**config.mk**
```make
export PLATFORM = sky130hd
export DESIGN_NAME = mem_access_unit
export DESIGN_NICKNAME = d
export VERILOG_FILES = /design/src/rtl/mem_access_unit.sv
export SDC_FILE = /design/constraint.sdc
export NUM_CORES = 1
export LEC_CHECK = 0
export BUFFER_PORTS_ARGS = -buffer_cell sky130_fd_sc_hd__buf_4
export CAP_MARGIN = 20
export CORE_MARGIN = 2
export CORE_UTILIZATION = 36
export CTS_BUF_LIST = sky130_fd_sc_hd__clkbuf_4
export DETAILED_ROUTE_END_ITERATION = 8
export SYNTH_ARGS = -nofsm -noshare
export SYNTH_HDL_FRONTEND = slang
export SYNTH_SLANG_ARGS = --single-unit
```
**constraint.sdc**
```tcl
create_clock -name clk -period 11.8 [get_ports clk]
set_input_delay 2.95 -clock clk [delete_from_list [all_inputs] [get_ports clk]]
set_output_delay 2.95 -clock clk [all_outputs]
set_load 0.005 [all_outputs]
```
**src/rtl/mem_access_unit.sv**
```systemverilog
// Handshaked load/store unit: registers a CPU request, drives one or two
// word-wide RAM transactions (splitting word-crossing accesses), waits for
// the RAM acknowledge, and returns one response pulse with extended load data.
module mem_access_unit #(
  parameter int DATA_WIDTH    = 32,
  parameter int ADDR_WIDTH    = 32,
  parameter int MISALIGNED_EN = 1,
  localparam int BYTES        = DATA_WIDTH / 8,
  localparam int LEN_W        = $clog2(BYTES)
) (
  input  logic                  clk,
  input  logic                  reset,
  input  logic                  req_valid,
  output logic                  req_ready,
  input  logic                  req_store,
  input  logic                  req_unsigned,
  input  logic [ADDR_WIDTH-1:0] req_address,
  input  logic [LEN_W-1:0]      req_length,
  input  logic [DATA_WIDTH-1:0] req_wdata,
  output logic                  resp_valid,
  output logic                  resp_fault,
  output logic [DATA_WIDTH-1:0] resp_rdata,
  output logic                  ram_req,
  output logic                  ram_store,
  output logic [ADDR_WIDTH-1:0] ram_address,
  output logic [DATA_WIDTH-1:0] ram_wdata,
  output logic [BYTES-1:0]      ram_byte_select,
  input  logic                  ram_ack,
  input  logic [DATA_WIDTH-1:0] ram_rdata
);

  typedef enum logic [1:0] {IDLE, ACC0, ACC1, RESP} state_t;

  state_t state, state_nx;

  logic                    r_store, r_unsigned, r_fault;
  logic [ADDR_WIDTH-1:0]   r_addr;
  logic [LEN_W-1:0]        r_len;
  logic [DATA_WIDTH-1:0]   r_wdata;
  logic [2*DATA_WIDTH-1:0] rbuf;   // low half = first word, high half = next word

  logic                    accept, illegal, split;
  logic [LEN_W:0]          size_in, sum;
  logic [LEN_W-1:0]        r_off;
  logic [ADDR_WIDTH-1:0]   word_addr;
  logic [BYTES-1:0]        lmask;
  logic [DATA_WIDTH-1:0]   wmask, shifted_lo, ld_data;
  logic [2*BYTES-1:0]      wide_sel;
  logic [2*DATA_WIDTH-1:0] wide_dat;
  logic                    sign;

  assign accept  = req_valid && (state == IDLE);
  // Size must be a power of two; optionally demand natural alignment too.
  assign size_in = {1'b0, req_length} + {{LEN_W{1'b0}}, 1'b1};
  assign illegal = ((size_in & {1'b0, req_length}) != '0) ||
                   ((MISALIGNED_EN == 0) && ((req_address[LEN_W-1:0] & req_length) != '0));

  assign r_off     = r_addr[LEN_W-1:0];
  assign sum       = {1'b0, r_off} + {1'b0, r_len};
  assign split     = sum[LEN_W];   // last byte lands past the current word
  assign word_addr = {r_addr[ADDR_WIDTH-1:LEN_W], {LEN_W{1'b0}}};

  // State register; async reset aborts any in-flight transaction.
  always_ff @(posedge clk or posedge reset) begin
    if (reset) state <= IDLE;
    else       state <= state_nx;
  end

  // Next-state logic.
  always_comb begin
    state_nx = state;
    case (state)
      IDLE: if (accept)  state_nx = illegal ? RESP : ACC0;
      ACC0: if (ram_ack) state_nx = split ? ACC1 : RESP;
      ACC1: if (ram_ack) state_nx = RESP;
      RESP: state_nx = IDLE;
      default: state_nx = IDLE;
    endcase
  end

  // Request capture and load byte buffer (each ack fills its half).
  always_ff @(posedge clk or posedge reset) begin
    if (reset) begin
      r_store    <= 1'b0;
      r_unsigned <= 1'b0;
      r_fault    <= 1'b0;
      r_addr     <= '0;
      r_len      <= '0;
      r_wdata    <= '0;
      rbuf       <= '0;
    end else begin
      if (accept) begin
        r_store    <= req_store;
        r_unsigned <= req_unsigned;
        r_fault    <= illegal;
        r_addr     <= req_address;
        r_len      <= req_length;
        r_wdata    <= req_wdata;
      end
      if (ram_ack && state == ACC0) rbuf[DATA_WIDTH-1:0]            <= ram_rdata;
      if (ram_ack && state == ACC1) rbuf[2*DATA_WIDTH-1:DATA_WIDTH] <= ram_rdata;
    end
  end

  // Lane alignment for stores and extraction/extension for loads.
  always_comb begin
    lmask = '0;
    wmask = '0;
    for (int i = 0; i < BYTES; i++) begin
      lmask[i]         = (LEN_W'(i) <= r_len);
      wmask[i*8 +: 8]  = {8{LEN_W'(i) <= r_len}};
    end
    wide_sel   = {{BYTES{1'b0}}, lmask} << r_off;
    wide_dat   = {{DATA_WIDTH{1'b0}}, r_wdata & wmask} << {r_off, 3'b000};
    shifted_lo = DATA_WIDTH'(rbuf >> {r_off, 3'b000});
    sign       = shifted_lo[{r_len, 3'b111}] & ~r_unsigned;
    ld_data    = '0;
    for (int i = 0; i < BYTES; i++)
      ld_data[i*8 +: 8] = lmask[i] ? shifted_lo[i*8 +: 8] : {8{sign}};
  end

  // Output decode from state and captured request.
  always_comb begin
    req_ready       = (state == IDLE);
    ram_req         = (state == ACC0) || (state == ACC1);
    ram_store       = ram_req && r_store;
    ram_address     = '0;
    ram_wdata       = '0;
    ram_byte_select = '0;
    if (state == ACC0) begin
      ram_address = word_addr;
      if (r_store) begin
        ram_wdata       = wide_dat[DATA_WIDTH-1:0];
        ram_byte_select = wide_sel[BYTES-1:0];
      end
    end else if (state == ACC1) begin
      ram_address = word_addr + ADDR_WIDTH'(BYTES);
      if (r_store) begin
        ram_wdata       = wide_dat[2*DATA_WIDTH-1:DATA_WIDTH];
        ram_byte_select = wide_sel[2*BYTES-1:BYTES];
      end
    end
    resp_valid = (state == RESP);
    resp_fault = resp_valid && r_fault;
    resp_rdata = (resp_valid && !r_fault && !r_store) ? ld_data : '0;
  end

endmodule

```
# After elaboration in Yosys (flattened, before gate mapping)
# Cells that the tools add are included.
totals:
  ff_bits: 135
  latchBits: 0
  ramBits: 0
  rom_bits: 0
  input_bits: 104
  out_inout_bits: 105
  mem_count: 0
op_classes:
  n_addsub: 3
  mul: 0
  div_mod_pow: 0
  order_cmp: 5
  eq_ne: 6
  shifts: 3
  muxes: 23
  bitwise: 4
  n_reduce_logical: 13
op_table:
  columns: ["cell", "n"]
  rows:
  - ["32-bit 2-to-1 mux", 7]
  - ["32-bit by 5-bit << shifter with 64-bit output", 1]
  - ["64-bit by 5-bit >> shifter with 32-bit output", 1]
  - ["32-bit by 3-bit adder with 32-bit output, second input constant", 1]
  - ["32-bit bitwise AND", 1]
  - ["8-bit 2-to-1 mux", 4]
  - ["4-bit 2-to-1 mux", 4]
  - ["2-bit 2-to-1 mux", 4]
  - ["2-bit case mux with 4 select lines", 1]
  - ["4-bit by 2-bit << shifter with 8-bit output", 1]
  - ["1-bit logical AND", 7]
  - ["5-bit by 6-bit less-than comparator with 1-bit output, second input constant", 1]
  - ["2-bit == test, second input constant", 2]
  - ["1-bit by 2-bit less-or-equal comparator with 1-bit output, first input constant", 2]
  - ["2-bit less-or-equal comparator, first input constant", 2]
  - ["2-bit != test, second input constant", 2]
  - ["2-bit by 1-bit adder with 3-bit output, second input constant", 1]
  - ["2-bit by 2-bit adder with 3-bit output", 1]
  - ["3-bit by 2-bit bitwise AND with 3-bit output", 1]
  - ["3-bit AND reduction", 1]
  - ["3-bit nonzero test", 1]
  - ["1-bit binary-select mux with 2-bit select", 1]
  - ["2-bit by 1-bit == test with 1-bit output, second input constant", 1]
  - ["1-bit zero test", 2]
  - ["6 further kinds", 7]

# Logic depth before layout (Yosys ltp)
logic_depth:
  depth_word: 6
  depth_mapped: 8

# Least setup slack after synthesis
# OpenSTA, ideal clock, no wires.
synth_path:
  path_kind: "register to output"
  from: "register state[1]"
  to: "output ram_address[19]"
  t_arrival_ps: 2041
  required_ps: 8850
  setup_slack_ps: 6809
  stages_incl_launch_ff: 9
  cell_sequence: "dfrtp_1 inv_1 ha_1 clkbuf_1 nand4b_1 or4_1 buf_2 or4_1 a21oi_1"
synth_via:
  elab_chain_len: 3
  word_cells_on_any_way: 4
synth_lines:
  columns: ["element", "line_no", "source"]
  rows:
  - ["from (decl)", "34", "state_t state, state_nx;"]
  - ["from (signal assigned)", "66", "else state <= state_nx;"]
  - ["2-bit == test", "136", "end else if (state == ACC1) begin"]
  - ["32-bit 2-to-1 mux", "136", null]
  - ["32-bit 2-to-1 mux *", "130", "if (state == ACC0) begin"]
  - ["to (decl)", "25", "output logic [ADDR_WIDTH-1:0] ram_address,"]
# Mark *: on every way between the ends. The rest lies on a longest branch, timed or not.

# Worst setup path after layout
layout_path:
  from: "register r_addr[0]"
  to: "output resp_rdata[20]"
layout_via:
  elab_chain_len: 6
layout_lines:
  columns: ["element", "line_no", "source"]
  rows:
  - ["from (decl)", "37", "logic [ADDR_WIDTH-1:0] r_addr;"]
  - ["from (signal assigned)", "96", "r_addr <= req_address;"]
  - ["64-bit by 5-bit >> shifter with 32-bit output *", "115", "shifted_lo = DATA_WIDTH'(rbuf >> {r_off, 3'b000});"]
  - ["1-bit binary-select mux with 2-bit select", "116", "sign = shifted_lo[{r_len, 3'b111}] & ~r_unsigned;"]
  - ["1-bit 2-to-1 mux (implied by the code)", "116", null]
  - ["1-bit bitwise AND", "116", null]
  - ["8-bit 2-to-1 mux *", "119", "ld_data[i*8 +: 8] = lmask[i] ? shifted_lo[i*8 +: 8] : {8{sign}};"]
  - ["32-bit 2-to-1 mux *", "145", "resp_rdata = (resp_valid && !r_fault && !r_store) ? ld_data : '0;"]
  - ["to (decl)", "22", "output logic [DATA_WIDTH-1:0] resp_rdata,"]
# Mark *: on every way between the ends. The rest lies on a longest branch, timed or not. The select of a mux whose other input is x is not followed.

==> qor.tcl <==
set qor(outcome) {complete, no violations}
set qor(final_max_slew_viol_count) 0
set qor(timing.critical_path.arrival_ns) 3.72
set qor(worst_case_register_to_register_setup_slack_ns) 9.68
set qor(clock_tree.htree_level_count) 4
set qor(vias_per_cell) 5.553
set qor(crit_path_kind) {reg2out}
set qor(max_slew.worst_pin.slew_ns) 1.018
set qor(critical_path_required_ns) 8.85
set qor(drt-wirelength-per-cell_um) 19.73
set qor(timing.reg2reg.worst_path_depth) 4
set qor(timing.critical_path.from_type) {flip-flop}
set qor(syn-instance-count) 743
set qor(fraction_of_final_layout_cells_with_drive_strength_greater_than_1) 0.4560
set qor(clk_pin_slew_worst_paths_ns) 0.14
set qor(place_area_sq_um) 9708
set qor(timing.rr.start) {state[0]}
set qor(synth.yosys.seq_area_share) 0.3989
set qor(yosysUniqueCellTypes) 55
set qor(worst_path_dominant_cell_family) {buffers and inverters}
set qor(setup_tns_ns) 0
set qor(achievable-frequency_mhz) 149.9
set qor(grt-ovfl-total) 0
set qor(dieArea_sq_um) 23330
set qor(globalplace.congestion) 0.8292
set qor(placement_rows) 54
set qor(layout-area-overhead-vs-synth_pct) 25.62
set qor(setup_viol) 0
set qor(timing.hold.worst.class) {reg2reg}
set qor(rr_endpoint) {r_wdata[18]}
set qor(detailedRoute.firstPassIterationCount) 5
set qor(drt.antenna.violating_nets) 0
set qor(final_util) 0.4600
set qor(drc) 0
set qor(crit_path_top_delay_cell) {sky130_fd_sc_hd__dfrtp_2}
set qor(first_iter_violations) 468
set qor(final_critical_path_setup_slack_ns) 5.129
set qor(routed_wirelength_um) 23940
set qor(cts_buffer_depth) 2
set qor(relSlewSlack) 0.3215
set qor(cts_tree) {built}
set qor(io_buffers) 206
set qor(cp.buffers_inverters) 3
set qor(dieHeight_um) 152.8
set qor(yosys_register_bits) 127
set qor(ys.warnings.count) 0
set qor(critical_path.max_stage_delay_ns) 0.70
set qor(synth_top_cells_by_count) {sky130_fd_sc_hd__mux2_2 (135), sky130_fd_sc_hd__dfrtp_1 (127), sky130_fd_sc_hd__nand2_1 (53), sky130_fd_sc_hd__nor2_1 (53), sky130_fd_sc_hd__clkbuf_1 (34)}
set qor(finalHoldViolCount) 0
set qor(fin_worst_skew_ns) 0.01279
set qor(cts_hold_repair.buffers) 0
set qor(grt_first_pass_wirelength_um) 37530
set qor(critical_path.endpoint_type) {primary output}
set qor(avgSynthCellArea_sq_um) 10.72
set qor(initial_antenna_violation_count) 1
set qor(timing.hold.worst_path_depth) 1
set qor(clkSinkCount) 127
set qor(clock_latency_ns) 0.57
set qor(grt_setup_unrepaired) {false}
set qor(ys.flop_type) {sky130_fd_sc_hd__dfrtp_1}
set qor(power_leakage_nw) 4.403
set qor(start_util) 0.3662
set qor(synth-edff-count) 0
set qor(synthMostInstantiatedCell) {sky130_fd_sc_hd__mux2_2}
set qor(synth.top_cells.by_area) {sky130_fd_sc_hd__dfrtp_1 (40%), sky130_fd_sc_hd__mux2_2 (19%), sky130_fd_sc_hd__mux4_2 (8.8%), sky130_fd_sc_hd__nand2_1 (2.5%), sky130_fd_sc_hd__nor2_1 (2.5%)}
set qor(fillerInstances) 2085
set qor(cp_max_fo) 59
set qor(crit_path_cell_trace) {buf_4 > mux4_2 > a221oi_1 > buf_2 > nor3_1 > buf_4}
set qor(cts_inserted_buffers) 17
set qor(max_cap_violations) 0
set qor(postCtsResizedCells) 0
set qor(core_area_sq_um) 21760
set qor(clockRootBuffer) {sky130_fd_sc_hd__clkbuf_4}
set qor(ir_worst_vdd_v) 0.0001105
set qor(finish.cell_count_without_fillers) 1213
set qor(crit_path_time_final_ns) 6.671
set qor(first_global_vias) 6438
set qor(final_min_period_over_clock_period) 0.5653
set qor(whs_endpoint) {rbuf[55]}
set qor(synth_area_leader_cell) {sky130_fd_sc_hd__dfrtp_1}
set qor(num_vias) 6736
set qor(largest_net_degree_at_the_start_of_global_routing) 82
set qor(power-per-cell-area_nw_per_um2) 276.1
set qor(finish.instance_area_sq_um) 10010
set qor(total_instance_count_after_detailed_placement) 1179
set qor(design.final.nets) 1029
set qor(post-cts-setup-buffer-count) 0
set qor(post-dp-hpwl_um) 16710
set qor(critical_path.most_common_cell) {sky130_fd_sc_hd__buf_4}
set qor(i_o_pin_count) 209
set qor(synth_top_area_share) 0.3989
set qor(grt_total_usage) 0.2044
set qor(die_width_um) 152.8
set qor(timing.hold.worst.start) {rbuf[55]}
set qor(synth_area_sq_um) 7966
set qor(preCtsSetupSlack_ns) 5.446
set qor(synth_async_sr_flop_share) 1.000
cell families (layout without fill, tap and decap cells):
| group | after synthesis | count (layout) | share of synthesized area |
|---|---|---|---|
| other | 1 | 3 | 0.0004707 |
| muxes | 172 | 172 | 0.2860 |
| buffers and inverters | 71 | 259 | 0.03581 |
| and+or+nand+nor | 209 | 209 | 0.1329 |
| AOI/OAI and AO/OA | 150 | 150 | 0.1288 |
| adders and majority gates | 6 | 6 | 0.009423 |
| xor gates and xnor gates | 7 | 7 | 0.007696 |
| DFF | 127 | 127 | 0.3989 |
state kept, by name, summed over array words and instances (netlist names):
register / cells
state: 2
r_addr: 32
r_unsigned: 1
r_wdata: 32
r_store: 1
rbuf: 56
r_fault: 1
r_len: 2
per-stage QoR:
step | power [mW] | hold slack, ns
finish | 2.763 | 0.5168
global route | 2.970 | 0.5352
CTS | 2.773 | 0.5178
detailed placement | 2.440 | 0.4880
global placement | 2.420 | 0.4840
floorplan | 1.928 | 0.4649
worst reg2reg max path: cells and delay by family (launching register included):
kind | cells | cell delay, ns
buffers and inverters | 1 | 0.09
multiplexers | 1 | 0.46
adder cells (fa/ha/maj) | 1 | 0.29
AND/OR/NAND/NOR | 1 | 0.74
flip-flops | 1 | 0.44
power by group:
part	leakage, nW	switching, mW	internal, mW	total, mW
sequential	1.50	0.276	0.658	0.935
combinational	2.75	0.698	0.810	1.51
clock	0.158	0.190	0.132	0.321
total	4.40	1.16	1.60	2.76
worst max-delay path by stage:
stage / startpoint / endpoint / slack, ns / cells past startpoint
after global placement: r_addr[0] / resp_rdata[16] / 5.51 / 5
after detailed placement: r_addr[0] / resp_rdata[21] / 5.45 / 5
after CTS: r_addr[0] / resp_rdata[21] / 4.77 / 5
final: r_addr[0] / resp_rdata[20] / 5.13 / 6
after floorplan: reset / r_addr[0] / 5.47 / 1
after global routing: r_addr[0] / resp_rdata[21] / 4.93 / 6
routing by layer:
layer	wire length (um)	vias to the layer above	global-route usage
met2	10960	262	0.3081
li1	-	3135	-
met4	191	0	0.04365
met5	0	-	0
met3	1817	13	0.06030
met1	10960	3326	0.2926
layout make-up:
class                      instances  area, sq um  share of cell area
sequential                       127         3181              0.3178
multi-input combinational        546         4521              0.4517
timing repair buffer             215         1612              0.1610
clock buffer                      18        135.1             0.01350
antenna                            1        2.502           0.0002501
clock inverter                    14        156.4             0.01563
tap                              280        350.3             0.03501
inverter                          12        50.05            0.005001
layout by cell type (no fill, tap or decap), types with 5 or more instances in the layout:
| master | instances |
|---|---|
| sky130_fd_sc_hd__dfrtp_1 | 125 |
| sky130_fd_sc_hd__a41o_1 | 5 |
| sky130_fd_sc_hd__o21a_1 | 18 |
| sky130_fd_sc_hd__a21oi_1 | 33 |
| sky130_fd_sc_hd__mux2_2 | 135 |
| sky130_fd_sc_hd__nand3b_1 | 9 |
| sky130_fd_sc_hd__buf_4 | 214 |
| sky130_fd_sc_hd__o21ai_0 | 22 |
| sky130_fd_sc_hd__inv_6 | 6 |
| sky130_fd_sc_hd__a31oi_1 | 5 |
| sky130_fd_sc_hd__nor3_1 | 16 |
| sky130_fd_sc_hd__ha_1 | 6 |
| sky130_fd_sc_hd__nand2b_1 | 7 |
| sky130_fd_sc_hd__and4_1 | 5 |
| sky130_fd_sc_hd__a211oi_1 | 14 |
| sky130_fd_sc_hd__nand2_1 | 52 |
| sky130_fd_sc_hd__and2_1 | 5 |
| sky130_fd_sc_hd__nand4_1 | 9 |
| sky130_fd_sc_hd__nor2b_1 | 13 |
| sky130_fd_sc_hd__nor2_1 | 53 |
| sky130_fd_sc_hd__inv_1 | 10 |
| sky130_fd_sc_hd__a22o_1 | 12 |
| sky130_fd_sc_hd__mux2i_1 | 6 |
| sky130_fd_sc_hd__and3_1 | 14 |
| sky130_fd_sc_hd__o22ai_1 | 5 |
| sky130_fd_sc_hd__mux4_2 | 31 |
| sky130_fd_sc_hd__clkbuf_4 | 18 |
| sky130_fd_sc_hd__a2bb2oi_1 | 8 |
| sky130_fd_sc_hd__nand3_1 | 9 |
| sky130_fd_sc_hd__a22oi_1 | 9 |
(Power assumes the default switching activity.)
